===== src/rtl/whack_pkg.sv =====
// whack_pkg: shared states, mole codes and score deltas for the round scheduler
package whack_pkg;
  typedef enum logic [1:0] {IDLE, FETCH, SHOW, GAP} state_t;
  localparam logic [2:0] BOMB = 3'd0;
  localparam logic [2:0] M1 = 3'd1;
  localparam logic [2:0] M2 = 3'd2;
  localparam logic [2:0] M3 = 3'd3;
  localparam logic [3:0] HOLE1 = 4'b1110;
  localparam logic [3:0] HOLE2 = 4'b1101;
  localparam logic [3:0] HOLE3 = 4'b1011;
  localparam logic [3:0] HOLE4 = 4'b0111;
  localparam logic [3:0] BLANK = 4'b1111;
  localparam logic [4:0] D_BOMB = 5'b11110;
  localparam logic [4:0] D_M1 = 5'd1;
  localparam logic [4:0] D_M2 = 5'd2;
  localparam logic [4:0] D_M3 = 5'd3;
  function automatic logic legal_pos(input logic [3:0] p);
    return p == HOLE1 || p == HOLE2 || p == HOLE3 || p == HOLE4;
  endfunction
  function automatic logic [4:0] delta_of(input logic [2:0] t);
    return t == M1 ? D_M1 : t == M2 ? D_M2 : t == M3 ? D_M3 : D_BOMB;
  endfunction
endpackage


===== src/rtl/window_timer.sv =====
// window_timer: loadable down-counter that freezes on hold and flags zero
module window_timer #(
  parameter int CNT_W = 28
) (
  input  logic             clk,
  input  logic             rst,
  input  logic             load,
  input  logic             hold,
  input  logic [CNT_W-1:0] load_val,
  output logic             done
);
  logic [CNT_W-1:0] count;
  // load wins; otherwise count down to zero and stay there
  always_ff @(posedge clk) begin
    if (rst) count <= '0;
    else if (load) count <= load_val;
    else if (!hold && count != '0) count <= count - CNT_W'(1);
  end
  assign done = count == '0;
endmodule


===== src/rtl/mole_round_scheduler.sv =====
// mole_round_scheduler: fetch, show and judge one mole per round
module mole_round_scheduler
  import whack_pkg::*;
#(
  parameter int CNT_W      = 28,
  parameter int SHOW_L1    = 125000000,
  parameter int SHOW_L2    = 80000000,
  parameter int GAP_CYCLES = 25000000
) (
  input  logic       clk,
  input  logic       RESTART,
  input  logic       pause,
  input  logic [3:0] level,
  input  logic       mole_ack,
  input  logic [3:0] mole_pos_in,
  input  logic [2:0] mole_type_in,
  input  logic [3:0] hit_pulse,
  output logic       mole_req,
  output logic [3:0] mole_anode,
  output logic [2:0] mole_type,
  output logic       mole_valid,
  output logic       score_valid,
  output logic [4:0] score_delta,
  output logic       miss_pulse
);
  state_t state;
  logic scoring, hit, load, done;
  logic [CNT_W-1:0] load_val;
  // hit match against the shown hole, timer reload on ack or round end, generator request
  always_comb begin
    hit = state == SHOW && scoring && |(hit_pulse & ~mole_anode);
    load = !pause && ((state == FETCH && mole_ack) || (state == SHOW && (hit || done)));
    load_val = state == FETCH ? (level <= 4'd1 ? CNT_W'(SHOW_L1 - 1) : CNT_W'(SHOW_L2 - 1))
                              : CNT_W'(GAP_CYCLES - 1);
    mole_req = state == FETCH && !pause;
  end
  window_timer #(.CNT_W(CNT_W)) u_timer (
    .clk(clk),
    .rst(RESTART),
    .load(load),
    .hold(pause),
    .load_val(load_val),
    .done(done)
  );
  // round FSM; pulses self-clear every cycle, everything else holds while paused
  always_ff @(posedge clk) begin
    if (RESTART) begin
      state <= IDLE;
      mole_anode <= BLANK;
      mole_type <= BOMB;
      mole_valid <= 1'b0;
      scoring <= 1'b0;
      score_valid <= 1'b0;
      score_delta <= '0;
      miss_pulse <= 1'b0;
    end else begin
      score_valid <= 1'b0;
      score_delta <= '0;
      miss_pulse <= 1'b0;
      if (!pause) begin
        case (state)
          IDLE: state <= FETCH;
          FETCH: if (mole_ack) begin
            state <= SHOW;
            mole_anode <= mole_pos_in;
            mole_type <= mole_type_in;
            mole_valid <= 1'b1;
            scoring <= legal_pos(mole_pos_in) && !mole_type_in[2];
          end
          SHOW: if (hit || done) begin
            state <= GAP;
            mole_anode <= BLANK;
            mole_valid <= 1'b0;
            score_valid <= hit;
            score_delta <= hit ? delta_of(mole_type) : '0;
            miss_pulse <= !hit && scoring && mole_type != BOMB;
          end
          GAP: if (done) state <= FETCH;
          default: state <= IDLE;
        endcase
      end
    end
  end
endmodule


===== config.mk =====
export PLATFORM = sky130hd
export DESIGN_NAME = mole_round_scheduler
export DESIGN_NICKNAME = d
export VERILOG_FILES = /design/src/rtl/whack_pkg.sv /design/src/rtl/window_timer.sv /design/src/rtl/mole_round_scheduler.sv
export SDC_FILE = /design/constraint.sdc
export NUM_CORES = 1
export LEC_CHECK = 0
export ABC_AREA = 0
export BUFFER_PORTS_ARGS = -buffer_cell sky130_fd_sc_hd__buf_2
export CAP_MARGIN = 10
export CORE_ASPECT_RATIO = 0.8
export CORE_UTILIZATION = 32
export DETAILED_ROUTE_END_ITERATION = 6
export GPL_TIMING_DRIVEN = 0
export SKIP_LAST_GASP = 1
export SLEW_MARGIN = 5
export SYNTH_ARGS = -nofsm -noshare
export SYNTH_HDL_FRONTEND = slang
export SYNTH_SLANG_ARGS = --single-unit

===== constraint.sdc =====
create_clock -name clk -period 2 [get_ports clk]
set_input_delay 0.6 -clock clk [delete_from_list [all_inputs] [get_ports clk]]
set_output_delay 0.6 -clock clk [all_outputs]
set_load 0.005 [all_outputs]

==> impl_metrics.toml <==
[run_status]
run_status = "finished with violations"
violations = "setup timing"

[synth]
post_synth_main_area_contributors = "dfxtp_1 35%, a21oi_1 5.2%, xnor2_1 4.2%"
syn_area_um2 = 2516
synthDominantCellAreaShare = 0.3501
syn_inst = 295
synth_cell_types = 55
syn_area_per_cell_um2 = 8.529
ys.warnings.count = 0
post-synth-top-area-cell = "dfxtp_1"
synth-edff-count = 0
synthFlopType = "dfxtp_1"
syn_nets = 320
synth_sequential_area_ratio = 0.3501
async_reset_ff_frac = 0
synth_seq_cells = 44

[sta]
maximum_operating_frequency_ghz = 0.4846
setup_repair_after_global_routing_missed_its_margin = "true"
setup_violations = 4
fraction_of_the_cycle_the_final_worst_path_needs = 1.032
post-route-worst-setup-slack_ns = -0.06363
final_critical_period_ns = 2.064
setup-tns-final_ns = -0.1290
worstMarginPinSlew_ns = 0.5515
hold_viol_final = 0
timing.clock.skew_ns = 0.008619
slew-limit-headroom = 0.6323
drv_slew = 0

[global_routing]
grt_overflow = 0
grt_pass1_vias = 2402
gr-usage-all-layers = 0.1949
grt_antenna_before_repair = 0
grt_pass1_wl_mm = 12.34
grt_max_degree = 14

[drt]
dr.pass1.iters = 5
drt_iter0_markers = 173
detail_route.drc_violations = 0
drtAntennaViolNets = 0
postRouteWirelength_mm = 7.948
viasPerCell = 5.662
wire_per_inst_um = 17.13
detailroute.via_count = 2627

[clock_network]
inserted_clock_buffers = 5
cts.htree.levels = 2
clock_tree.root_cell = "clkbuf_8"
ctsHoldBuffers = 0
insertion_delay_ns = 0.30
cts-root-to-sink-buffers = 2
cts_tree = "done"
cts.sink_count = 44
clkSlewWorstSetupHoldPaths_ns = 0.09

[finish]
synthToLayoutAreaGrowth_pct = 40.83
antenna_cells_inserted = 0
mostFrequentLayoutCells = "35 x dfxtp_1, 32 x buf_2, 27 x buf_4, 26 x a21oi_1, 16 x nand2_1"
final_nets = 383
final_common_cell = "dfxtp_1"
finish.utilization = 0.4726
post_route_cells_drive_above_1_share = 0.3816

[critical_path]
crit_path_max_fanout = 5
cp_data_arrival_time_ns = 2.30
crit_chain = "nor4_4, nand4_1, or4_1, or3_1, a31oi_1"
critical_path.slowest_cell = "or4_1"
endpoint_kind = "flop"
critical_path.startpoint_type = "flop"
critical-path-max-stage-delay_ns = 0.55
worstSetupPathType = "reg -> reg"
critical_path_buf_inv_count = 0
cp_delay_by_family_top = "simple AND/OR/NAND/NOR gates"
critical_path_required_ns = 2.23

[die]
core_um2 = 7497
placement_rows = 28
i_o_pins = 35
fp.dieW_um = 101.1
initial_utilization = 0.3356
die_area_um2 = 8224
die_h_um = 81.31

[placement]
gp_routability_congestion = 0.8869
place.port_buffers = 32
dp_hpwl_mm = 5.223

[min_path]
timing.hold.worst.class = "reg -> reg"

[power_and_ir_drop]
vdd_drop_max_mv = 0.9443
p_per_area_nw_per_um2 = 1998
power.leakage_nw = 1.300

[run]
number_of_maximum_capacitance_violations = 0
-- path summary, 6_finish.rpt --
path	start	to	slack [ns]	cells past startpoint
max	u_timer.count[9]	u_timer.count[21]	-0.06	5
min	scoring	scoring	0.51	2
max reg2reg	u_timer.count[9]	u_timer.count[21]	-0.06	5
min reg2reg	scoring	scoring	0.51	2
-- cell usage after synthesis, drive strengths merged (2+ instances only) --
library cell	n
nor3b	8
inv	8
a211oi	8
mux2	2
o41ai	4
ha	6
xor2	3
o211ai	5
xnor2	12
or4	5
nand4	5
a311oi	2
and4	3
nor2b	5
nor3	10
a211o	2
nand4b	2
clkbuf	10
nand2b	4
nor4b	2
o31ai	5
nor4	6
o311ai	2
a21oi	26
a31o	2
dfxtp	44
nand3	9
nand2	17
o21a	3
a31oi	7
nor2	18
or2	2
buf	7
or3	9
a2111oi	8
o21ai	15
-- what timing repair did --
| action | 4_1_cts | 5_1_grt |
|---|---|---|
| resized for setup | 46 | 48 |
| pin swaps | 8 | 18 |
| endpoints found under the hold margin | 0 | 0 |
| buffers inserted | 13 | 14 |
| setup endpoints to repair | 37 | 37 |
| cloned | 0 | 1 |
-- through the flow --
step	std cells	power, W	worst slack [ns]	hold WS [ns]	cell area [µm²]
after floorplan	295	0.003548	-0.04224	0.4580	2537
after global placement	432	0.004362	-0.4903	0.4790	2829
after detailed placement	432	0.004372	-0.5176	0.4859	2829
after CTS	450	0.005927	-0.04139	0.5160	3213
after global routing	464	0.007462	-0.1600	0.5328	3543
final	464	0.007079	-0.06363	0.5143	3543
-- state kept, by name (all words and copies together) (netlist names) --
register / count
miss_pulse: 1
mole_anode: 4
mole_type: 3
mole_valid: 1
score_delta: 3
score_valid: 1
scoring: 1
state: 2
u_timer.count: 28
-- area by class of cell --
| type | instances | area, µm² |
|---|---|---|
| fill | 736 | 3954 |
| timing repair buffer | 60 | 402.9 |
| clock buffer | 7 | 86.33 |
| multi-input combinational | 226 | 1893 |
| tap | 105 | 131.4 |
| clock inverter | 1 | 7.507 |
| inverter | 8 | 32.53 |
| buffer | 13 | 90.09 |
| sequential | 44 | 899.6 |
-- metal layers --
layer,GRT usage,routed length [µm],up-vias
met5,0,0,-
met4,0.06812,170,0
met3,0.03959,398,22
met2,0.2973,3598,87
met1,0.2715,3781,1261
li1,-,-,1257
-- cells by family (layout without fill, tap and decap cells) --
family,after synthesis,in the layout,share of synthesized area
muxes,3,3,0.01293
DFF,44,44,0.3501
xor gates and xnor gates,15,15,0.05221
AOI/OAI and AO/OA,94,94,0.2566
adders and majority gates,6,6,0.02984
buffers and inverters,25,89,0.04227
and+or+nand+nor,108,108,0.2561
-- power by group --
group	leakage (nW)	switching (W)	internal, W
logic	0.893	0.00270	0.00223
registers	0.363	0.000384	0.00116
clock network	0.0445	0.000322	0.000281
total	1.30	0.00340	0.00368
-- worst reg2reg max path: cells and delay by family (launching register included) --
kind	cells	cell delay [ns]
AND/OR/NAND/NOR	4	1.51
flip-flops	1	0.36
AO/OA/AOI/OAI	1	0.13
No activity file was read; power rests on OpenSTA's default activity.
